[config.mk]
export PLATFORM = sky130hd
export DESIGN_NAME = vga_pll_supervisor
export DESIGN_NICKNAME = d
export VERILOG_FILES = /design/src/rtl/vga_pll_supervisor.sv
export SDC_FILE = /design/constraint.sdc
export NUM_CORES = 1
export LEC_CHECK = 0
export ABC_AREA = 1
export CAP_MARGIN = 0
export CORE_MARGIN = 10
export CORE_UTILIZATION = 35
export CTS_CLUSTER_SIZE = 12
export DETAILED_ROUTE_END_ITERATION = 16
export DONT_BUFFER_PORTS = 1
export SLEW_MARGIN = 10
export SYNTH_ARGS = -nofsm -noshare
export SYNTH_HDL_FRONTEND = slang
export SYNTH_SLANG_ARGS = --single-unit
[constraint.sdc]
create_clock -name clock_in -period 2.5 [get_ports clock_in]
set_input_delay 0.375 -clock clock_in [delete_from_list [all_inputs] [get_ports clock_in]]
set_output_delay 0.375 -clock clock_in [all_outputs]
set_load 0.05 [all_outputs]
[src/rtl/vga_pll_supervisor.sv]
// vga_pll_supervisor: lock supervisor and reset sequencer for the VGA pixel-clock PLL.
// Runs on the always-valid board clock, pulses PLL RESETB, waits for a stable
// synchronized lock before releasing the pixel domain, retries on timeout and
// latches a fault after MAX_RETRIES failed re-resets.
// Optional build macro: VGA_PLL_SUP_GLITCH_FILTER_EN (filters short lock drops in RUN).
module vga_pll_supervisor #(
    parameter int unsigned LOCK_STABLE_CYCLES = 1024,
    parameter int unsigned LOCK_TIMEOUT       = 1000000,
    parameter int unsigned RESET_PULSE        = 16,
    parameter int unsigned MAX_RETRIES        = 3,
    parameter int unsigned GLITCH_CYCLES      = 4
) (
    input  logic                                 clock_in,
    input  logic                                 reset,
    input  logic                                 pll_locked,
    output logic                                 pll_resetb,
    output logic                                 pixel_reset,
    output logic                                 pll_ready,
    output logic                                 fault,
    output logic [$clog2(MAX_RETRIES+1)-1:0]     retry_count,
    output logic [7:0]                           loss_count
);

    localparam int unsigned CNT_MAX0 = (LOCK_TIMEOUT > LOCK_STABLE_CYCLES) ? LOCK_TIMEOUT : LOCK_STABLE_CYCLES;
    localparam int unsigned CNT_MAX  = (CNT_MAX0 > RESET_PULSE) ? CNT_MAX0 : RESET_PULSE;
    localparam int unsigned CNT_W    = ($clog2(CNT_MAX) > 0) ? $clog2(CNT_MAX) : 1;
    localparam int unsigned RC_W     = $clog2(MAX_RETRIES+1);

    typedef enum logic [2:0] {
        PLL_RESET,
        WAIT_LOCK,
        STABLE,
        RUN,
        FAULT
    } state_t;

    state_t            state, state_nx;
    logic [CNT_W-1:0]  cnt, cnt_nx;
    logic [RC_W-1:0]   retry_nx;
    logic [7:0]        loss_nx;
    logic [1:0]        sync_q;
    logic              lock_s;
    logic              lock_loss;

    assign lock_s = sync_q[1];

    // Two-flop synchronizer for the asynchronous PLL LOCK signal
    always_ff @(posedge clock_in) begin
        if (reset) sync_q <= '0;
        else       sync_q <= {sync_q[0], pll_locked};
    end

`ifdef VGA_PLL_SUP_GLITCH_FILTER_EN
    localparam int unsigned GL_W = ($clog2(GLITCH_CYCLES) > 0) ? $clog2(GLITCH_CYCLES) : 1;
    logic [GL_W-1:0] glitch_cnt;

    // Loss in RUN only after GLITCH_CYCLES consecutive low samples of lock_s
    assign lock_loss = !lock_s && (glitch_cnt == GL_W'(GLITCH_CYCLES-1));

    // Consecutive-low counter, active only while in RUN
    always_ff @(posedge clock_in) begin
        if (reset)                                 glitch_cnt <= '0;
        else if (state != RUN || lock_s || lock_loss) glitch_cnt <= '0;
        else                                       glitch_cnt <= glitch_cnt + GL_W'(1);
    end
`else
    assign lock_loss = !lock_s;
`endif

    // State, shared counter and retry/loss bookkeeping registers
    always_ff @(posedge clock_in) begin
        if (reset) begin
            state       <= PLL_RESET;
            cnt         <= '0;
            retry_count <= '0;
            loss_count  <= '0;
        end else begin
            state       <= state_nx;
            cnt         <= cnt_nx;
            retry_count <= retry_nx;
            loss_count  <= loss_nx;
        end
    end

    // Next-state logic; lock loss wins in STABLE, lock wins over timeout in WAIT_LOCK
    always_comb begin
        state_nx = state;
        retry_nx = retry_count;
        loss_nx  = loss_count;
        unique case (state)
            PLL_RESET: begin
                if (cnt == CNT_W'(RESET_PULSE-1)) state_nx = WAIT_LOCK;
            end
            WAIT_LOCK: begin
                if (lock_s) begin
                    state_nx = STABLE;
                end else if (cnt == CNT_W'(LOCK_TIMEOUT-1)) begin
                    if (retry_count == RC_W'(MAX_RETRIES)) begin
                        state_nx = FAULT;
                    end else begin
                        retry_nx = retry_count + RC_W'(1);
                        state_nx = PLL_RESET;
                    end
                end
            end
            STABLE: begin
                if (!lock_s) begin
                    state_nx = WAIT_LOCK;
                end else if (cnt == CNT_W'(LOCK_STABLE_CYCLES-1)) begin
                    state_nx = RUN;
                    retry_nx = '0;
                end
            end
            RUN: begin
                if (lock_loss) begin
                    state_nx = WAIT_LOCK;
                    if (loss_count != '1) loss_nx = loss_count + 8'd1;
                end
            end
            FAULT: state_nx = FAULT;
            default: state_nx = PLL_RESET;
        endcase
    end

    // Counter clears on any state change and only advances in timed states
    always_comb begin
        cnt_nx = cnt;
        if (state_nx != state)
            cnt_nx = '0;
        else if (state == PLL_RESET || state == WAIT_LOCK || state == STABLE)
            cnt_nx = cnt + CNT_W'(1);
    end

    assign pll_resetb  = !(state == PLL_RESET || state == FAULT);
    assign pixel_reset = (state != RUN);
    assign pll_ready   = (state == RUN);
    assign fault       = (state == FAULT);

endmodule

==> results.yml, run 1 <==
status:
  outcome: "complete, no violations"
yosys:
  yosys-mux-area-fraction_pct: 0.517
  yosysMostFrequentCell: "nand2_1"
  synth_top_area_share_pct: 36.2
  synth_top_area_cell: "dfxtp_1"
  synthTopCellsByCount: "57 x nand2_1, 47 x nor2_1, 35 x dfxtp_1"
  synthSimpleGateAreaFrac_pct: 40.6
  ys_seq_area_share_pct: 36.2
  syn-num-nets: 284
  synth_xor_area_share_pct: 7.69
  synth_edf_count: 0
  ys_ff_latch: 35
  synthArstFlopShare_pct: 0
  synth_cell_types: 28
  synth_area_leaders: "dfxtp_1 36%, nand2_1 11%, nor2_1 9.1%"
  synth_cells: 278
  ys.warnings.count: 0
  synth_top_family_by_area: "simple AND/OR/NAND/NOR gates"
  post_synth_fa_ha_maj_area_fraction_pct: 1.94
  synth_ff_type: "dfxtp_1"
  synth-compound-area-share_pct: 4.72
  syn-cell-area_um2: 1940
  avgSynthCellArea_um2: 6.97
cts:
  clkLatencyLatePin_ps: 290
  post_cts_resize_count: 0
  cts_tree: "yes"
  cts_max_level: 2
  root_buffer: "clkbuf_8"
  cts_buffers: 5
  clk_pin_slew_ps: 80
  cts.sinks: 35
  cts_buffer_depth: 2
  postCtsSetupBuffers: 0
  ctsHoldBuffers: 0
route:
  routedWlPerCell_um: 10.9
  drt-total-wl_um: 4000
  first_pass_iters: 4
  via_per_inst: 4.56
  drtAntennaViolNets: 0
  vias: 1678
  drc_errors: 0
  drt_iter0_markers: 63
critical_path:
  criticalPathCategory: "reg2reg"
  cp_max_fo: 20
  crit_required_ps: 2710
  endpoint_kind: "flip-flop"
  rr_endpoint: "cnt[10]"
  crit_arrival_ps: 2340
  reg2reg_slack_ps: 370
  cp-start-kind: "flip-flop"
  r2r-start: "cnt[0]"
  rr_worst_depth: 10
hold_path:
  min-delay-start: "reset"
  min_path_cells: 1
  hold_class: "in2reg"
  min_to: "sync_q[0]"
die:
  coreArea_um2: 5440
  io_pins: 17
  die_h_um: 94.4
  start_util_pct: 35.6
  die_area_um2: 8910
  rows: 27
  die_w_um: 94.4
grt:
  first_global_vias: 1622
  grt_use_total_pct: 9.90
  antenna_found_initial: 0
  grt_pass1_wl_um: 7220
  grt.overflow.total: 0
  grt_max_degree: 21
power_and_ir_drop:
  peakVddDrop_uv: 291
  leakage_nw: 0.844
  power_density_nw_per_um2: 462
place:
  dp_hpwl_um: 3050
  io_buffer_count: 0
  dp_slack_ps: 402
  gp_congestion: 0.837
sta:
  slew_violations: 0
  finalSetupViolations: 0
  tightest_slew_ps: 628
  rsz0062_at_grt: "no"
  fin_crit_sh_pct: 85.1
  maxSlewHeadroom_pct: 58.1
  fin_skew_ps: 8.33
  hold_viol_final: 0
  setup_ws_ps: 373
  fin_setup_tns_ps: 0
  fmax_mhz: 470
  layout_min_cycle_time_ps: 2130
final_layout:
  nets: 301
  drive_above_1_share_pct: 20.3
  antennaDiodeCount: 0
  syn_to_final_growth_pct: 12.9
flow_run:
  drv_cap: 0
[flip-flops by register name, indices dropped and copies added, names as in the netlist]
name / count
cnt: 20
retry_count: 2
state: 3
loss_count: 8
sync_q: 2
[metrics by stage]
stage / hold slack (ps) / total power, mW / utilization, % / cell area (um^2) / cells
after global placement: 389 / 0.611 / 38.6 / 2100 / 360
after floorplan: 388 / 0.609 / - / 1940 / 278
after global routing: 132 / 1.05 / 40.2 / 2190 / 368
after detailed placement: 394 / 0.611 / 38.6 / 2100 / 360
after CTS: 126 / 1.03 / 40.2 / 2190 / 368
final: 139 / 1.01 / 40.2 / 2190 / 368
[worst max-delay path by stage]
stage / slack, ps / from / end
floorplan: 490 / state[0] / loss_count[7]
global placement: 450 / cnt[0] / cnt[2]
detailed placement: 400 / cnt[0] / cnt[16]
CTS: 370 / cnt[0] / cnt[10]
global route: 110 / cnt[0] / cnt[12]
finish: 370 / cnt[0] / cnt[10]
[metal layers]
layer | GRT usage (%) | share of wire (%) | vias to the layer above
li1 | - | - | 901
met1 | 12.6 | 49 | 743
met2 | 15.2 | 44 | 24
met3 | 2.62 | 4.2 | 10
met4 | 4.56 | 2.3 | 0
met5 | 0 | 0 | -
[cell families after synthesis]
kind of cell    Yosys count
xor+xnor                 17
buf+inv                  39
flops                    35
fa+ha+maj                 3
mux                       1
compound gates           18
simple gates            165
[area by class of cell]
| type | instances | area (um^2) |
|---|---|---|
| clock inverter | 3 | 20.0 |
| sequential | 35 | 701 |
| clock buffer | 5 | 68.8 |
| tap | 72 | 90.1 |
| inverter | 36 | 135 |
| multi-input combinational | 204 | 1070 |
| timing repair buffer | 13 | 97.6 |
| fill | 585 | 3250 |
[where the power goes]
group / internal (mW) / total (mW) / leakage (nW) / switching [mW]
combinational: 0.00971 / 0.0289 / 0.521 / 0.0192
clock: 0.194 / 0.413 / 0.0402 / 0.219
sequential: 0.563 / 0.569 / 0.283 / 0.00602
[critical path: stages (launching register included)]
cell and delay, ps:
dfxtp_1 350, ha_1 230, nand3_2 110, clkinv_1 100
nand4_2 120, nor2_1 60, nor2_1 190, nand2_1 70
nand2_1 70, nand3_2 490, nor2_2 230
[cells in the final DEF, fill, tap and decap left out]
master	netlist	layout
inv_1	29	29
nor2_2	25	25
xor2_1	12	12
nand3_2	3	3
nand4_1	5	5
nor4_1	2	2
o21ai_1	4	4
nor2_4	1	1
inv_2	4	4
mux2i_1	1	1
nand3_1	14	14
nand3b_1	1	1
dfxtp_1	35	35
o21ai_0	5	5
clkinvlp_4	0	2
clkinv_2	0	1
ha_1	3	3
nor3_2	3	3
nand2_2	2	2
nand4_2	1	1
a21oi_1	8	8
nor3_1	3	3
clkinv_1	3	3
a31oi_1	1	1
clkbuf_8	0	5
nor2_1	47	47
xnor2_1	5	5
or2_1	1	1
nand2_1	57	57
buf_4	0	13
Note: power is estimated with default switching activity, not from simulation.
==> run 2, diff against run 1 <==
--- a/config.mk
+++ b/config.mk
@@ -12,6 +12,7 @@
 export CTS_CLUSTER_SIZE = 12
 export DETAILED_ROUTE_END_ITERATION = 16
 export DONT_BUFFER_PORTS = 1
+export GPL_TIMING_DRIVEN = 0
 export SLEW_MARGIN = 10
 export SYNTH_ARGS = -nofsm -noshare
 export SYNTH_HDL_FRONTEND = slang
==> run 2 against run 1 <==
Die area is the same. Largest power group is now clock. Sequential power about the same. Final area is 1.0% lower. Count of clock-buffer cells in the layout unchanged. Largest cell class unchanged. Critical path type is now reg2out.
==> results.yml, run 2 (same netlist as run 1, synthesis figures left out) <==
status:
  outcome: "complete, no violations"
final_layout:
  fin_cells: 358
  fin_area_um2: 2160
  mostFrequentLayoutCells: "57 x nand2_1, 47 x nor2_1, 35 x dfxtp_1, 29 x inv_1, 25 x nor2_2"
  layout_commonest_cell: "nand2_1"
  regMostFlops: "cnt"
  syn_to_final_growth_pct: 11.7
  drive_above_1_share_pct: 17.5
  largest_reg_flops: 20
  post-route-util_pct: 39.8
  top_regs: "cnt (20), loss_count (8), state (3)"
  antennaDiodeCount: 0
  nets: 291
grt:
  grt.overflow.total: 0
  grt_pass1_wl_um: 6990
  grt_max_degree: 13
  first_global_vias: 1557
  grt_use_total_pct: 9.57
  antenna_found_initial: 0
sta:
  fin_setup_tns_ps: 0
  maxSlewHeadroom_pct: 36.9
  layout_min_cycle_time_ps: 2380
  setup_ws_ps: 116
  slew_violations: 0
  fin_crit_sh_pct: 95.4
  finalSetupViolations: 0
  fmax_mhz: 419
  worst_hold_slack_ps: 142
  tightest_slew_ps: 943
  rsz0062_at_grt: "no"
  fin_skew_ps: 10.3
  hold_viol_final: 0
critical_path:
  criticalPathCategory: "reg2out"
  endpoint_kind: "output pin"
  slowest_delay_ps: 800
  cp-start-kind: "flip-flop"
  critPathBufInv: 1
  crit_required_ps: 2120
  path_cells: "nor2_1, inv_1, nor2_1"
  crit_arrival_ps: 2010
  slowest_stage: "nor2_1"
  cp_max_fo: 5
  cp_common_cell: "nor2_1"
  cp_top_family: "simple AND/OR/NAND/NOR gates"
cts:
  cts_tree: "yes"
  clk_pin_slew_ps: 80
  cts_max_level: 2
  ctsHoldBuffers: 0
  post_cts_resize_count: 0
  cts_buffer_depth: 2
  clkLatencyLatePin_ps: 290
  cts.sinks: 35
  postCtsSetupBuffers: 0
  cts_buffers: 5
  root_buffer: "clkbuf_8"
route:
  drt_iter0_markers: 68
  via_per_inst: 4.52
  drt-total-wl_um: 3830
  drtAntennaViolNets: 0
  vias: 1618
  first_pass_iters: 4
  dr.max_layer_used: "met4"
  drc_errors: 0
  dr_wl_met3_um: 212
  route.met2.wl_um: 1690
  wl_met1_um: 1870
  routedWlPerCell_um: 10.7
power_and_ir_drop:
  power_density_nw_per_um2: 561
  finalPower_mw: 1.21
  leakage_nw: 0.816
  peakVddDrop_uv: 309
die:
  die_area_um2: 8910
  rows: 27
  coreArea_um2: 5440
  io_pins: 17
  die_h_um: 94.4
  die_w_um: 94.4
  start_util_pct: 35.6
place:
  placed_cells: 350
  gp_congestion: 0.818
  placed_area_um2: 2030
  dp_hpwl_um: 2970
  dp_slack_ps: 266
  io_buffer_count: 0
flow_run:
  drv_cap: 0
hold_path:
  hold_class: "in2reg"
[run 2: cell count changes in the layout (fill, tap and decap cells not counted)]
cell and change:
buf_4 -13, buf_2 +1, clkinv_2 -1, bufinv_16 +2, clkinvlp_4 -1, buf_6 +2
[run 2: final timing paths]
check,from,to,slack [ps],cells past startpoint
setup / recovery,state[0],fault,120,3
hold / removal,reset,sync_q[0],140,1
setup reg to reg,state[0],loss_count[7],280,9
hold reg to reg,sync_q[0],sync_q[1],410,2
[run 2: layout make-up]
type / count / area (um^2)
buffer: 3 / 27.5
sequential: 35 / 701
clock inverter: 3 / 67.6
fill: 572 / 3280
tap: 72 / 90.1
clock buffer: 5 / 68.8
inverter: 36 / 135
multi-input combinational: 204 / 1070
[run 2: routing by layer]
| metal | GRT usage [%] | vias to the layer above |
|---|---|---|
| met4 | 4.05 | 0 |
| met3 | 3.01 | 4 |
| met2 | 14.8 | 24 |
| li1 | - | 888 |
| met1 | 12.0 | 702 |
| met5 | 0 | - |
[run 2: where the power goes]
group	leakage, nW	internal [mW]	switching (mW)	total [mW]
combinational	0.469	0.0128	0.0192	0.0319
clock	0.0644	0.398	0.215	0.613
sequential	0.283	0.563	0.00607	0.569
==> run 3, diff against run 2 <==
==> constraint.sdc (replaced) <==
create_clock -name clock_in -period 2.5 [get_ports clock_in]
set_input_delay 0.125 -clock clock_in [delete_from_list [all_inputs] [get_ports clock_in]]
set_output_delay 0.125 -clock clock_in [all_outputs]
set_load 0.05 [all_outputs]
==> run 3 against run 2 <==
Sequential share of layout area decreased by 0.30 points. Maximum frequency rose by 6.2%. Count of clock-buffer cells in the layout is the same. Final area up 0.93%. Utilization is 0.37 points higher. Clock skew hardly changed. Non-clock buffer count rose by 2. Clock power about the same. Critical path type is now reg2reg. Highest routed layer unchanged.
==> results.yml, run 3 (same netlist as run 1, synthesis figures left out) <==
final_layout:
  drive_above_1_share_pct: 17.4
  nFillCells: 570
  syn_to_final_growth_pct: 12.7
  mostFrequentLayoutCells: "57 x nand2_1, 47 x nor2_1, 35 x dfxtp_1, 29 x inv_1, 25 x nor2_2"
  multi_input_area_um2: 1070
  nets: 293
  antennaDiodeCount: 0
  regMostFlops: "cnt"
  post-route-util_pct: 40.1
  top_regs: "cnt (20), loss_count (8), state (3)"
  largest_reg_flops: 20
  seq_area_um2: 701
  layout_commonest_cell: "nand2_1"
cts:
  clkLatencyLatePin_ps: 290
  ctsHoldBuffers: 2
  cts_buffer_depth: 2
  clk_pin_slew_ps: 80
  post_cts_resize_count: 0
  cts_max_level: 2
  postCtsSetupBuffers: 0
  cts_tree: "yes"
  cts_buffers: 5
  cts.sinks: 35
  root_buffer: "clkbuf_8"
die:
  coreArea_um2: 5440
  die_area_um2: 8910
  die_h_um: 94.4
  die_w_um: 94.4
  start_util_pct: 35.6
  rows: 27
  io_pins: 17
critical_path:
  cp-start-kind: "flip-flop"
  path_cells: "nand2_1, nor2_2, inv_2, nor2_2, nand2_2, nor3_2, nand2_1, o21ai_1, nor2_1"
  criticalPathCategory: "reg2reg"
  slowest_stage: "nor2_2"
  crit_required_ps: 2690
  endpoint_kind: "flip-flop"
  crit_arrival_ps: 2430
  rr_endpoint: "loss_count[7]"
  reg2reg_slack_ps: 260
  cp_max_fo: 6
  rr_worst_depth: 9
  slowest_delay_ps: 540
  r2r-start: "state[0]"
power_and_ir_drop:
  peakVddDrop_uv: 310
  leakage_nw: 0.824
  power_density_nw_per_um2: 558
flow_run:
  drv_cap: 0
route:
  drc_errors: 0
  vias: 1625
  drt-total-wl_um: 3860
  first_pass_iters: 4
  drt_iter0_markers: 70
  drtAntennaViolNets: 0
  routedWlPerCell_um: 10.7
  via_per_inst: 4.51
sta:
  hold_viol_final: 0
  maxSlewHeadroom_pct: 36.9
  slew_violations: 0
  fmax_mhz: 445
  rsz0062_at_grt: "no"
  finalSetupViolations: 0
  tightest_slew_ps: 943
  fin_crit_sh_pct: 89.8
  layout_min_cycle_time_ps: 2240
  fin_skew_ps: 10.3
  fin_setup_tns_ps: 0
hold_path:
  hold_class: "in2reg"
  min_to: "retry_count[1]"
  min_path_cells: 3
  min-delay-start: "reset"
place:
  io_buffer_count: 0
  gp_congestion: 0.818
  dp_hpwl_um: 2970
grt:
  antenna_found_initial: 0
  first_global_vias: 1575
  grt_pass1_wl_um: 7050
  grt.overflow.total: 0
  grt_max_degree: 13
  grt_use_total_pct: 9.65
status:
  outcome: "complete, no violations"
run 3: cell count changes in the layout (fill, tap and decap cells not counted):
cell | previous run | this run
dlygate4sd3_1 | 0 | 2
run 3: worst max path at each step:
stage,to,depth (start not counted),startpoint
final,loss_count[7],9,state[0]
after floorplan,loss_count[7],9,state[0]
after detailed placement,loss_count[7],9,state[0]
after global placement,loss_count[7],9,state[0]
after global routing,loss_count[7],9,state[0]
after CTS,loss_count[7],9,state[0]
run 3: routing by layer:
layer / part of all wire [%] / track usage [%] / up-vias
li1: - / - / 888
met1: 49 / 12.1 / 705
met2: 44 / 15.0 / 28
met3: 5.5 / 2.93 / 4
met4: 1.5 / 4.05 / 0
met5: 0 / 0 / -
run 3: worst max-delay path: cells and delay by family, from the launching register on:
kind / cells / cell delay (ps)
AND/OR/NAND/NOR: 7 / 1290
buffers and inverters: 1 / 300
AO/OA/AOI/OAI: 1 / 140
flip-flops: 1 / 420
run 3: power by group:
part / switching, mW / total [mW] / internal [mW]
combinational: 0.0206 / 0.0354 / 0.0148
sequential: 0.00604 / 0.569 / 0.563
clock: 0.215 / 0.613 / 0.398
total: 0.242 / 1.22 / 0.976
run 3: final cells by class:
| class | instances | share of cell area, % |
|---|---|---|
| sequential | 35 | 32.1 |
| buffer | 3 | 1.26 |
| timing repair buffer | 2 | 0.917 |
| tap | 72 | 4.13 |
| clock buffer | 5 | 3.15 |
| multi-input combinational | 204 | 49.2 |
| inverter | 36 | 6.19 |
| clock inverter | 3 | 3.09 |
run 3: through the flow:
stage | hold slack [ps] | instance area, um^2 | std cells | worst slack, ps | power (mW)
final | 109 | 2180 | 360 | 255 | 1.22
after global routing | 124 | 2180 | 360 | 76.5 | 1.26
after CTS | 109 | 2180 | 360 | 248 | 1.24
after detailed placement | 198 | 2030 | 350 | 266 | 0.615
after global placement | 197 | 2030 | 350 | 275 | 0.614
after floorplan | 194 | 1940 | 278 | 485 | 0.609
